<file path="src/rtl/digpot_wiper_ctrl.sv">
// ---------------------------------------------------------------------------
// digpot_wiper_ctrl
//
// Upstream sequencer for the digital-potentiometer pulse stage. It keeps track
// of where the wiper currently sits, accepts new target positions from the bus
// side, and turns each move into a step count plus a direction. It then runs a
// start/busy handshake with the pulse stage that does the actual stepping.
//
// Out of reset the wiper position is unknown, so the block first "homes" it.
// It issues an over-range down move that is guaranteed to pin the wiper at 0.
// Bus writes are buffered while that happens.
//
// Ports
//   clk_in       system clock, everything on the rising edge
//   reset        asynchronous, active-high reset
//   wr_en        one-cycle strobe: wr_data is a new target position
//   wr_data      requested wiper position (clamped to WIPER_MAX)
//   pulse_busy   pulse stage is stepping; its falling edge means "finished"
//   pulse_num    step count presented to the pulse stage
//   pulse_start  one-cycle start request to the pulse stage
//   dp_ud        step direction, 1 = up, 0 = down
//   dp_cs_n      digipot chip select, active low
//   pos          current wiper position (meaningful while pos_valid is high)
//   pos_valid    position is known: homing finished and no fault since
//   busy         a move is running or a target is waiting to be processed
//   done         one-cycle pulse at the end of every move, zero-step included
//   clamp_flag   last accepted target was above WIPER_MAX; held until next write
//   fault        handshake timed out; held until reset or a completed re-home
// ---------------------------------------------------------------------------
module digpot_wiper_ctrl #(
  parameter int WIPER_MAX   = 99,
  parameter int HOME_STEPS  = 110,
  parameter int SETUP_CYC   = 4,
  parameter int SETTLE_CYC  = 8,
  parameter int TIMEOUT_CYC = 1023
) (
  input  logic       clk_in,
  input  logic       reset,
  input  logic       wr_en,
  input  logic [6:0] wr_data,
  input  logic       pulse_busy,
  output logic [6:0] pulse_num,
  output logic       pulse_start,
  output logic       dp_ud,
  output logic       dp_cs_n,
  output logic [6:0] pos,
  output logic       pos_valid,
  output logic       busy,
  output logic       done,
  output logic       clamp_flag,
  output logic       fault
);

  // -------------------------------------------------------------------------
  // State encoding
  // -------------------------------------------------------------------------
  localparam logic [2:0] H_SETUP = 3'd0;
  localparam logic [2:0] START   = 3'd1;
  localparam logic [2:0] WAIT_HI = 3'd2;
  localparam logic [2:0] WAIT_LO = 3'd3;
  localparam logic [2:0] SETTLE  = 3'd4;
  localparam logic [2:0] IDLE    = 3'd5;
  localparam logic [2:0] SETUP   = 3'd6;

  // One shared counter serves the setup hold, the settle hold and the two
  // handshake timeouts; it only has to be wide enough for the timeout.
  localparam int CNT_W = $clog2(TIMEOUT_CYC + 1);

  // H_SETUP drives its outputs from inside the state, so the first cycle
  // there is spent getting pulse_num/dp_ud onto the pins. One extra cycle
  // keeps the full SETUP_CYC hold time before pulse_start. SETUP gets its
  // values loaded on the way in from IDLE and needs no extra cycle.
  localparam logic [CNT_W-1:0] HSETUP_END  = CNT_W'(SETUP_CYC);
  localparam logic [CNT_W-1:0] SETUP_END   = CNT_W'(SETUP_CYC - 1);
  localparam logic [CNT_W-1:0] SETTLE_END  = CNT_W'(SETTLE_CYC - 1);
  localparam logic [CNT_W-1:0] TIMEOUT_END = CNT_W'(TIMEOUT_CYC - 1);

  localparam logic [6:0] MAX_POS  = 7'(WIPER_MAX);
  localparam logic [6:0] HOME_NUM = 7'(HOME_STEPS);

  logic [2:0]       state;
  logic [CNT_W-1:0] cnt;
  logic             home_mode;
  logic [6:0]       tgt;
  logic [6:0]       pending;
  logic             pending_valid;

  // -------------------------------------------------------------------------
  // Write-side clamping: anything above the top of the wiper range is
  // pinned to WIPER_MAX, and that fact is reported through clamp_flag.
  // -------------------------------------------------------------------------
  logic       wr_over;
  logic [6:0] wr_clamped;

  assign wr_over    = (wr_data > MAX_POS);
  assign wr_clamped = wr_over ? MAX_POS : wr_data;

  // -------------------------------------------------------------------------
  // Move geometry for the target waiting in the pending register. The
  // differences are taken at 8 bits so that neither subtraction can wrap.
  // Both operands are at most WIPER_MAX, so the magnitude always fits back
  // into the 7-bit pulse_num.
  // -------------------------------------------------------------------------
  logic [7:0] diff_up;
  logic [7:0] diff_dn;
  logic       move_up;
  logic [6:0] move_num;

  assign diff_up  = {1'b0, pending} - {1'b0, pos};
  assign diff_dn  = {1'b0, pos} - {1'b0, pending};
  assign move_up  = (pending > pos);
  assign move_num = 7'(move_up ? diff_up : diff_dn);

  // -------------------------------------------------------------------------
  // Handshake-derived outputs. pulse_start is simply "we are in START", and
  // START always lasts exactly one cycle. busy stays high until the pending
  // register has been drained in IDLE.
  // -------------------------------------------------------------------------
  assign pulse_start = (state == START);
  assign busy        = (state != IDLE) || pending_valid;

  // -------------------------------------------------------------------------
  // Main sequencer.
  // The order of the blocks inside the clocked branch matters in one place.
  // The write capture sits after the FSM case. A write that lands in the
  // same cycle that IDLE drains the pending register therefore re-arms it
  // instead of being lost.
  // -------------------------------------------------------------------------
  always_ff @(posedge clk_in or posedge reset) begin
    if (reset) begin
      state         <= H_SETUP;
      cnt           <= '0;
      home_mode     <= 1'b0;
      tgt           <= '0;
      pending       <= '0;
      pending_valid <= 1'b0;
      pulse_num     <= '0;
      dp_ud         <= 1'b0;
      dp_cs_n       <= 1'b1;
      pos           <= '0;
      pos_valid     <= 1'b0;
      done          <= 1'b0;
      clamp_flag    <= 1'b0;
      fault         <= 1'b0;
    end else begin
      done <= 1'b0;

      case (state)
        // Homing: drive the wiper down by more than its full range, so it
        // ends at 0 from wherever it happened to be.
        H_SETUP: begin
          pulse_num <= HOME_NUM;
          dp_ud     <= 1'b0;
          dp_cs_n   <= 1'b0;
          home_mode <= 1'b1;
          if (cnt == HSETUP_END) begin
            state <= START;
            cnt   <= '0;
          end else begin
            cnt <= cnt + 1'b1;
          end
        end

        // Normal move: pulse_num/dp_ud were loaded on entry; just hold them.
        SETUP: begin
          if (cnt == SETUP_END) begin
            state <= START;
            cnt   <= '0;
          end else begin
            cnt <= cnt + 1'b1;
          end
        end

        START: begin
          state <= WAIT_HI;
          cnt   <= '0;
        end

        // The pulse stage has not answered in time. Release the chip
        // select, forget the position and re-home from scratch.
        WAIT_HI: begin
          if (pulse_busy) begin
            state <= WAIT_LO;
            cnt   <= '0;
          end else if (cnt == TIMEOUT_END) begin
            fault     <= 1'b1;
            pos_valid <= 1'b0;
            dp_cs_n   <= 1'b1;
            state     <= H_SETUP;
            cnt       <= '0;
          end else begin
            cnt <= cnt + 1'b1;
          end
        end

        WAIT_LO: begin
          if (!pulse_busy) begin
            state <= SETTLE;
            cnt   <= '0;
          end else if (cnt == TIMEOUT_END) begin
            fault     <= 1'b1;
            pos_valid <= 1'b0;
            dp_cs_n   <= 1'b1;
            state     <= H_SETUP;
            cnt       <= '0;
          end else begin
            cnt <= cnt + 1'b1;
          end
        end

        // Keep the digipot selected while its wiper settles, then commit the
        // new position. A completed home is the only thing that clears fault.
        SETTLE: begin
          if (cnt == SETTLE_END) begin
            dp_cs_n   <= 1'b1;
            pos       <= home_mode ? 7'd0 : tgt;
            pos_valid <= 1'b1;
            if (home_mode) begin
              fault <= 1'b0;
            end
            done  <= 1'b1;
            state <= IDLE;
            cnt   <= '0;
          end else begin
            cnt <= cnt + 1'b1;
          end
        end

        // Drain the pending target. A target equal to the current position
        // completes immediately without touching the pulse stage.
        IDLE: begin
          if (pending_valid) begin
            pending_valid <= 1'b0;
            tgt           <= pending;
            if (pending == pos) begin
              done <= 1'b1;
            end else begin
              pulse_num <= move_num;
              dp_ud     <= move_up;
              dp_cs_n   <= 1'b0;
              home_mode <= 1'b0;
              state     <= SETUP;
              cnt       <= '0;
            end
          end
        end

        default: begin
          state <= H_SETUP;
          cnt   <= '0;
        end
      endcase

      // Writes are taken in every state. The last write wins.
      if (wr_en) begin
        pending       <= wr_clamped;
        pending_valid <= 1'b1;
        clamp_flag    <= wr_over;
      end
    end
  end

endmodule

</file>
<file path="config.mk">
export PLATFORM = sky130hd
export DESIGN_NAME = digpot_wiper_ctrl
export DESIGN_NICKNAME = d
export VERILOG_FILES = /design/src/rtl/digpot_wiper_ctrl.sv
export SDC_FILE = /design/constraint.sdc
export NUM_CORES = 1
export LEC_CHECK = 0
export BUFFER_PORTS_ARGS = -buffer_cell sky130_fd_sc_hd__buf_4
export CORE_UTILIZATION = 50
export DETAILED_ROUTE_END_ITERATION = 10
export PLACE_DENSITY = 0.76
export SYNTH_ARGS = -nofsm -noshare
export SYNTH_HDL_FRONTEND = slang
export SYNTH_SLANG_ARGS = --single-unit
</file>
<file path="constraint.sdc">
create_clock -name clk_in -period 6.6 [get_ports clk_in]
set_input_delay 1.32 -clock clk_in [delete_from_list [all_inputs] [get_ports clk_in]]
set_output_delay 1.32 -clock clk_in [all_outputs]
set_load 0.02 [all_outputs]
</file>
==> Yosys cells after proc, flatten, opt, wreduce, memory -nomap -nowiden <==
Index checks and enable logic that the tools add are counted.
W data, S select, Z words.
{ "totals": {"out_inout_bits": 22, "register_bits": 49, "elab_cells": 104} }
{ "op_classes": {"order_cmp": 2, "add_sub_neg": 3, "mux": 51, "eq_ne": 20, "reduce_logical": 14} }
{ "op_table": {"columns": ["cell", "count"], "rows": [
  ["$mux W10", 8],
  ["$pmux W10 S6", 1],
  ["$mux W7", 5],
  ["$mux W3", 8],
  ["$mux W1", 21],
  ["$pmux W3 S7", 1],
  ["$eq A10 B3 Y1 const B", 2],
  ["$ne A2 B2 Y1 const B", 8],
  ["$pmux W7 S2", 1],
  ["$sub A7 B7 Y7", 2],
  ["$add A10 B1 Y10 const B", 1],
  ["$eq A10 B10 Y1 const B", 1],
  ["$eq A10 B2 Y1 const B", 1],
  ["$reduce_and A5 Y1", 2],
  ["$eq A3 B3 Y1 const B", 3],
  ["$eq A7 B7 Y1", 1],
  ["$gt A7 B7 Y1", 1],
  ["$gt A7 B7 Y1 const B", 1],
  ["$eq A3 B2 Y1 const B", 2],
  ["$pmux W1 S2", 3],
  ["$pmux W1 S3", 2],
  ["$reduce_and A2 Y1", 3],
  ["$reduce_and A6 Y1", 1],
  ["$pmux W1 S5", 1],
  ["other kinds (9)", 10]
]} }

==> Longest topological paths before layout <==
Gate-level depths: netlist of run 1.
{ "depth": {"word_depth": 5, "ltp_mapped": 9, "mapped_depth_nobuf": 9} }

==> Least setup slack after synthesis of run 1 <==
Ideal clock, no wire load.
{ "synth_timing": {"path_type": "flip-flop to output port", "from": "reg state[0]", "to": "out pulse_start", "arrival_time_ps": 1213, "setup_slack_ps": 4067, "required_ps": 5280, "path_stages_with_launch": 4, "path_buffers": 1, "cell_sequence": "dfrtp_1 clkbuf_1 inv_1 nor3_1"} }
{ "synth_between": {"elab_chain_len": 1} }
{ "synth_rtl": {"columns": ["item", "line", "source"], "rows": [
  ["start, declared", "81", "logic [2:0] state;"],
  ["start signal, assigned", "131", "state <= H_SETUP;"],
  ["start signal, assigned", "157", "state <= START;"],
  ["start signal, assigned", "167", "state <= START;"],
  ["$eq A3 B1 Y1", "119", "assign pulse_start = (state == START);"],
  ["end, declared", "43", "output logic pulse_start,"]
]} }
Every way passes these cells.

==> Worst setup path after layout of run 1 <==
{ "layout_timing": {"from": "reg state[2]", "to": "out busy"} }
{ "layout_between": {"elab_chain_len": 2} }
{ "layout_rtl": {"columns": ["item", "line", "source"], "rows": [
  ["$ne A3 B3 Y1", "120", "assign busy = (state != IDLE) || pending_valid;"],
  ["$logic_or A1 B1 Y1", "120", null],
  ["end, declared", "48", "output logic busy,"]
]} }
Every way passes these cells.

==> results of run 1 <==
## tightest hold or removal path, delay by kind of cell (launching register included)
family           cells  cell delay [ns]
AO/OA/AOI/OAI        1             0.06
AND/OR/NAND/NOR      1             0.04
flip-flops           1             0.35
## cells in the final DEF, fill, tap and decap left out, types with 7 or more instances in the layout
cell	count
ha_1	16
dfrtp_1	48
o21ai_0	28
nand3_1	15
nor2_1	17
inv_1	22
buf_4	32
a21oi_1	14
o22a_1	7
nand2_1	33
## cell usage after synthesis (3+ instances only)
library cell   n  area (µm²)
dfrtp_1       48        1200
a21oi_1       14        70.1
nand3_1       15        75.1
ha_1          16         200
clkbuf_1       6        22.5
nand2_1       33         124
nor2_1        17        63.8
nor4_1         3        18.8
nand2b_1       3        18.8
a221oi_1       4        35.0
and2_1         4        25.0
o22ai_1        6        37.5
o21ai_0       28         140
mux2i_1        4        40.0
a31oi_1        6        37.5
inv_1         23        86.3
or3_1          3        18.8
a21o_1         5        37.5
and3_1         3        18.8
o311ai_0       3        26.3
o22a_1         7        61.3
xor2_1         4        35.0
## layer usage
| layer | global-route usage, % | wire (µm) | vias to the layer above |
|---|---|---|---|
| met5 | 0 | 0 | - |
| met3 | 4.82 | 363 | 9 |
| li1 | - | - | 1141 |
| met4 | 6.79 | 77 | 0 |
| met2 | 34.8 | 2800 | 63 |
| met1 | 31.8 | 2880 | 1101 |
## metrics by stage
step | hold slack (ns) | setup WS [ns] | std cells | power (W) | instance area, µm²
floorplan | 0.418 | 4.07 | 301 | 0.000761 | 2850
global placement | 0.466 | 4.10 | 395 | 0.000856 | 3120
detailed placement | 0.471 | 4.03 | 395 | 0.000869 | 3120
CTS | 0.494 | 3.71 | 403 | 0.00109 | 3240
global route | 0.518 | 3.60 | 403 | 0.00117 | 3240
finish | 0.491 | 3.69 | 403 | 0.00109 | 3240
## layout make-up
cell class	count	share of cell area, %
Tap cell	72	2.78
Inverter	23	2.67
Multi-Input combinational cell	219	45.7
Clock buffer	5	2.13
Clock inverter	3	1.43
Timing Repair Buffer	32	7.42
Sequential cell	49	37.9
## sequential cells by signal, summed over array words and instances (netlist names), 3 cells and up
name       flops
tgt            7
pos            7
state          3
pulse_num      7
cnt           10
pending        7
## cell families (layout without fill, tap and decap cells)
family                   count (synthesis)  after routing
XOR/XNOR                                 6              6
buffers and inverters                   33             63
multiplexers                             6              6
adder cells (fa/ha/maj)                 18             18
AO/OA/AOI/OAI                           91             91
flip-flops                              49             49
AND/OR/NAND/NOR                         98             98
## report_power, final
| group | internal, W | switching, W | total [W] |
|---|---|---|---|
| logic | 0.000176 | 0.000248 | 0.000424 |
| clock network | 0.000114 | 0.000106 | 0.000219 |
| registers | 0.000367 | 0.0000742 | 0.000441 |
| total | 0.000657 | 0.000428 | 0.00109 |
## worst max-delay path by stage
stage	startpoint	end	depth (start not counted)	slack [ns]
floorplan	state[0]	pulse_start	3	4.07
CTS	state[2]	busy	3	3.71
finish	state[2]	busy	3	3.69
global route	state[2]	busy	3	3.60
detailed placement	pulse_busy	cnt[2]	7	4.03
global placement	state[2]	busy	3	4.10
==> metrics.yaml, run 1 <==
cts.clk_slew.worst_paths_ns: 0.11
irDropWorstVdd_v: 0.000127
io_buffer_count: 32
grt_pass1_wl_um: 10600
start_kind: "flop"
multi_input_area_um2: 1480
tightest_slew_ns: 1.02
crit_arrival_ns: 1.59
synth_fa_ha_area_share_pct: 8.44
post_cts_buffers: 0
htree_levels: 2
initial_core_util_pct: 51.7
cts_root_buf: "clkbuf_8"
grt_max_degree: 50
status: "finished, final reports clean"
muxShareOfSynthArea_pct: 2.20
setup-violations-final: 0
synth.distinct_cells: 57
insertion_delay_ns: 0.32
die_area_um2: 6000
layout-drive-gt1-share_pct: 16.3
synthesis.nets: 330
wl_um: 6120
path_buf_inv: 1
min_to: "tgt[2]"
report.final.slew_viol_count: 0
crit_type: "flop to output pin"
max_slew_margin_pct: 32.0
rsz0062_at_grt: "false"
route.detailed.drc: 0
vias: 2314
dr.pass1.iters: 4
min-delay-start: "tgt[2]"
synthFlopType: "dfrtp_1"
crit_chain: "nand2_1, or3_1, buf_4"
grt_pass1_vias: 2198
cpPeakStageDelay_ns: 0.62
synth-xor-area-share_pct: 1.85
r2r_slack_ns: 4.11
regArea_um2: 1230
synth_top_family_by_area: "compound AO/OA/AOI/OAI gates"
gp_congestion: 0.862
fin_setup_tns_ns: 0
synthToLayoutAreaGrowth_pct: 13.7
cp_slowest_cell: "dfrtp_1"
track_usage_pct: 22.6
cts.path.max_buffers: 2
timing.rr.end: "dp_ud"
ys_warn_count: 0
hold_buffers: 0
synthArstFlopShare_pct: 100
critPathMaxFanout: 16
fillers: 483
wl_per_cell_um: 15.2
netlist_area_um2: 2850
fp.dieW_um: 77.5
ant_nets: 0
drt_iter0_markers: 171
core.rowCount: 27
synthSimpleGateAreaFrac_pct: 17.6
cp.required_ns: 5.28
drv_cap: 0
endpoint_kind: "output pin"
drt-vias-per-instance: 5.74
boundaryPins: 33
period_needed_ns: 2.91
dp_hpwl_um: 4430
cts-buffers-inserted: 5
worstHoldPathCells: 2
fp.coreArea_um2: 5510
antenna_found_initial: 0
antenna_cells: 0
grt-ovfl-total: 0
timing.rr.start: "pos[1]"
critical_path.top_delay_family: "flip-flops"
ctsResizeCount: 0
fin_util_pct: 58.8
synth_compound_area_share_pct: 21.8
synth-edff-count: 0
hold_viol: 0
synthCells: 301
syn_avg_cell_area_um2: 9.46
finalCritPeriodShare_pct: 44.1
p_leak_nw: 1.46
die_height_um: 77.5
finalNetCount: 359
synth_seq_cells: 49
rr_worst_depth: 7
fmax_mhz: 344
fin_skew_ns: 0.0204
hp-class: "flop to flop"
powerDensity_nw_per_um2: 335
cts_tree: "yes"
cts_sinks: 49
synth-seq-area-share_pct: 43.1
(Power assumes the default switching activity.)
==> run 2: changes to the inputs <==
--- a/config.mk
+++ b/config.mk
@@ -8,7 +8,7 @@
 export BUFFER_PORTS_ARGS = -buffer_cell sky130_fd_sc_hd__buf_4
 export CORE_UTILIZATION = 50
 export DETAILED_ROUTE_END_ITERATION = 10
-export PLACE_DENSITY = 0.76
+export PLACE_DENSITY = 0.79
 export SYNTH_ARGS = -nofsm -noshare
 export SYNTH_HDL_FRONTEND = slang
 export SYNTH_SLANG_ARGS = --single-unit
==> constraint.sdc (replaced) <==
create_clock -name clk_in -period 2.6 [get_ports clk_in]
set_input_delay 0.52 -clock clk_in [delete_from_list [all_inputs] [get_ports clk_in]]
set_output_delay 0.52 -clock clk_in [all_outputs]
set_load 0.02 [all_outputs]
==> run 2 against run 1 <==
Effect of this change: global-route usage fell by 0.64 points; non-clock buffer count rose by 5; sequential power rose to 2.5 times the previous value; register-to-register slack got worse by 3.9 ns; combinational power rose to 2.6 times the previous value; final cell count rose by 1.2%.
==> metrics.yaml, run 2 (same netlist as run 1, synthesis figures left out) <==
hold_buffers: 0
drt_iter0_markers: 122
cts_sinks: 49
track_usage_pct: 21.9
wl_per_cell_um: 14.7
cts_tree: "yes"
critPathMaxFanout: 9
period_needed_ns: 2.36
vias: 2352
dp_hpwl_um: 4530
htree_levels: 2
finalNetCount: 364
instances_no_fill: 408
hold_viol: 0
cts.path.max_buffers: 2
grt_pass1_wl_um: 10400
dpl_cell_area_um2: 3160
irDropWorstVdd_v: 0.000421
io_buffer_count: 32
final_cell_mix: "dfrtp_1 (48), buf_4 (37), nand2_1 (33), o21ai_0 (28), inv_1 (22)"
fin_skew_ns: 0.0104
antenna_found_initial: 0
fmax_mhz: 424
hp-class: "primary input to asynchronous set/reset pin"
layout_commonest_cell: "dfrtp_1"
grt-ovfl-total: 0
largest_reg_flops: 10
drv_cap: 0
cts.clk_slew.worst_paths_ns: 0.09
met3_usage_pct: 4.82
drt-vias-per-instance: 5.76
layout-drive-gt1-share_pct: 17.6
grt_max_degree: 19
ant_nets: 0
dr.pass1.iters: 4
tightest_slew_ns: 0.533
cp.required_ns: 2.85
fp.coreArea_um2: 5510
powerDensity_nw_per_um2: 819
cts_root_buf: "clkbuf_8"
setup-violations-final: 0
wl_um: 6010
gr-usage-met1_pct: 30.4
fin_area_um2: 3250
dpl.cell_count: 400
boundaryPins: 33
finalPower_w: 0.00266
insertion_delay_ns: 0.31
ctsResizeCount: 0
grt_pass1_vias: 2153
antenna_cells: 0
gp_congestion: 0.853
fp.dieW_um: 77.5
die_height_um: 77.5
start_kind: "flop"
synthToLayoutAreaGrowth_pct: 14.0
core.rowCount: 27
busiest_layer: "met2"
rsz0062_at_grt: "false"
fin_setup_tns_ns: 0
initial_core_util_pct: 51.7
status: "finished, final reports clean"
route.detailed.drc: 0
post_cts_buffers: 0
crit_arrival_ns: 2.61
use_met2_pct: 34.0
die_area_um2: 6000
report.final.slew_viol_count: 0
endpoint_kind: "flop"
crit_type: "flop to flop"
p_leak_nw: 1.48
largest-register: "cnt"
finalCritPeriodShare_pct: 90.8
cts-buffers-inserted: 5
max_slew_margin_pct: 64.4
==> run 2: path summary, 6_finish.rpt <==
kind                            start            to  slack (ns)  cells after the start
max                            pos[3]  pulse_num[6]        0.24                      8
min                             reset        cnt[9]        0.18                      2
max reg2reg                    pos[3]  pulse_num[6]        0.24                      8
min reg2reg                 home_mode         fault        0.46                      1
max in group asynchronous       reset       dp_cs_n        1.80                      3
min in group clk_in        wr_data[4]    pending[4]        0.41                      3
==> run 2: metrics by stage <==
step                      utilization [%]  setup WS (ns)  hold slack [ns]
final                                58.9          0.240            0.179
after global routing                 58.9         0.0160            0.203
after CTS                            58.9          0.238            0.196
after detailed placement             57.4          0.295            0.450
after global placement               57.4          0.393            0.437
after floorplan                         -          0.308            0.418
==> run 2: worst max-delay path: stages (launching register included) <==
cell and delay (ns):
dfrtp_1 0.38, inv_1 0.07, ha_1 0.43, and4_1 0.25, a21boi_0 0.37, o21ai_2 0.19
mux2i_1 0.21, xor2_1 0.23, o22a_1 0.17
==> run 2: cell type report <==
cell class                 count  area (µm²)
clock buffer                   5        68.8
clock inverter                 3        17.5
fill                         496        2260
inverter                      23        86.3
multi-input combinational    219        1480
sequential                    49        1230
tap                           72        90.1
timing repair buffer          37         278
==> run 2: routing by layer <==
| metal | wire [µm] | up-vias | share of wire [%] |
|---|---|---|---|
| li1 | - | 1153 | - |
| met1 | 2890 | 1132 | 48 |
| met2 | 2730 | 59 | 45 |
| met3 | 315 | 8 | 5.2 |
| met4 | 76 | 0 | 1.3 |
| met5 | 0 | - | 0 |
==> run 2: power by group <==
| group | total, W | internal [W] | switching, W |
|---|---|---|---|
| Sequential | 0.00112 | 0.000932 | 0.000183 |
| Combinational | 0.00110 | 0.000470 | 0.000632 |
| Clock | 0.000440 | 0.000186 | 0.000254 |
| Total | 0.00266 | 0.00159 | 0.00107 |
==> run 3: changes to the inputs <==
--- a/config.mk
+++ b/config.mk
@@ -8,6 +8,7 @@
 export BUFFER_PORTS_ARGS = -buffer_cell sky130_fd_sc_hd__buf_4
 export CORE_UTILIZATION = 50
 export DETAILED_ROUTE_END_ITERATION = 10
+export MAX_ROUTING_LAYER = met4
 export PLACE_DENSITY = 0.79
 export SYNTH_ARGS = -nofsm -noshare
 export SYNTH_HDL_FRONTEND = slang
==> run 3 against run 2 <==
Effect of this change: clock-buffer cell count did not move; worst hold slack hardly changed; design area unchanged; routed wire length grew 0.33%; global-route usage is 0.66 points higher; clock skew rose by 0.0019 ns; flip-flop and latch count unchanged.
==> metrics.yaml, run 3 (same netlist as run 1, synthesis figures left out) <==
fin_skew_ns: 0.0123
wl_per_cell_um: 14.8
irDropWorstVdd_v: 0.000420
grt_pass1_wl_um: 10400
antenna_cells: 0
die_height_um: 77.5
initial_core_util_pct: 51.7
largest-register: "cnt"
setup-violations-final: 0
grt_pass1_vias: 2145
htree_levels: 2
dpl_cell_area_um2: 3160
rsz0062_at_grt: "false"
drv_cap: 0
antenna_found_initial: 0
layout-drive-gt1-share_pct: 17.6
grt-ovfl-total: 0
start_kind: "flop"
io_buffer_count: 32
cts.path.max_buffers: 2
cts.clk_slew.worst_paths_ns: 0.09
crit_type: "flop to flop"
tightest_slew_ns: 0.534
p_leak_nw: 1.48
dr.pass1.iters: 4
route.detailed.drc: 0
synthToLayoutAreaGrowth_pct: 14.0
powerDensity_nw_per_um2: 819
die_area_um2: 6000
hold_viol: 0
timing.rr.start: "pos[3]"
critPathMaxFanout: 9
endpoint_kind: "flop"
status: "finished, final reports clean"
vias: 2360
gp_congestion: 0.867
fp.dieW_um: 77.5
dpl.cell_count: 400
cts_sinks: 49
post_cts_buffers: 0
final_cell_mix: "dfrtp_1 (48), buf_4 (37), nand2_1 (33), o21ai_0 (28), inv_1 (22)"
crit_chain: "inv_1, ha_1, and4_1, a21boi_0, o21ai_2, mux2i_1, xor2_1, o22a_1"
insertion_delay_ns: 0.31
crit_arrival_ns: 2.61
hold_ws_ns: 0.179
instances_no_fill: 408
report.final.slew_viol_count: 0
drt-vias-per-instance: 5.78
boundaryPins: 33
ant_nets: 0
fin_area_um2: 3250
hp-class: "primary input to asynchronous set/reset pin"
drt_iter0_markers: 125
largest_reg_flops: 10
wl_um: 6030
dp_hpwl_um: 4530
hold_buffers: 0
layout_commonest_cell: "dfrtp_1"
period_needed_ns: 2.37
cp.required_ns: 2.84
finalCritPeriodShare_pct: 91.1
fin_setup_tns_ns: 0
core.rowCount: 27
max_slew_margin_pct: 64.3
fmax_mhz: 422
ctsResizeCount: 0
cts_tree: "yes"
fp.coreArea_um2: 5510
critPathLaunch: "pos[3]"
cpPeakStageDelay_ns: 0.43
cp_slowest_cell: "ha_1"
track_usage_pct: 22.6
cts_root_buf: "clkbuf_8"
cts-buffers-inserted: 5
finalNetCount: 364
grt_max_degree: 19
==> run 3: path summary, 6_finish.rpt <==
kind,endpoint,slack [ns],depth (start not counted)
setup / recovery,pulse_num[6],0.23,8
hold / removal,cnt[9],0.18,2
setup reg to reg,pulse_num[6],0.23,8
hold reg to reg,fault,0.45,1
max in group asynchronous,dp_cs_n,1.80,3
min in group clk_in,pending[4],0.42,3
==> run 3: per-stage QoR <==
stage / util [%] / power (W) / worst slack, ns
2_1_floorplan: - / 0.00193 / 0.308
6_report: 58.9 / 0.00266 / 0.230
5_1_grt: 58.9 / 0.00285 / 0.0180
3_5_place_dp: 57.4 / 0.00223 / 0.295
4_1_cts: 58.9 / 0.00267 / 0.238
3_3_place_gp: 57.4 / 0.00219 / 0.393
==> run 3: per-layer routing <==
metal  part of all wire [%]  GRT usage [%]  routed length (µm)
met1                     48           30.7                2900
met2                     45           33.9                2730
met3                    5.3           4.71                 322
met4                    1.3           7.17                  79
met5                      0              -                   0
==> run 3: final cells by class <==
type	count	area, µm²
multi-input cells	219	1480
repair buffers	37	278
clock buffers	5	68.8
inverters	23	86.3
well taps	72	90.1
clock inverters	3	17.5
flip-flops and latches	49	1230
fillers	496	2260
==> run 3: report_power, final <==
| part | internal [W] | total (W) | leakage, nW | switching, W |
|---|---|---|---|---|
| clock | 0.000186 | 0.000439 | 0.0439 | 0.000254 |
| combinational | 0.000470 | 0.00110 | 0.817 | 0.000632 |
| sequential | 0.000932 | 0.00112 | 0.614 | 0.000183 |
==> run 3: worst max-delay path, delay by kind of cell, from the launching register on <==
| kind | cells | cell delay, ns |
|---|---|---|
| AO/OA/AOI/OAI | 3 | 0.73 |
| adder cells (fa/ha/maj) | 1 | 0.43 |
| flip-flops | 1 | 0.39 |
| AND/OR/NAND/NOR | 1 | 0.25 |
| XOR/XNOR | 1 | 0.23 |
| multiplexers | 1 | 0.21 |
| buffers and inverters | 1 | 0.07 |
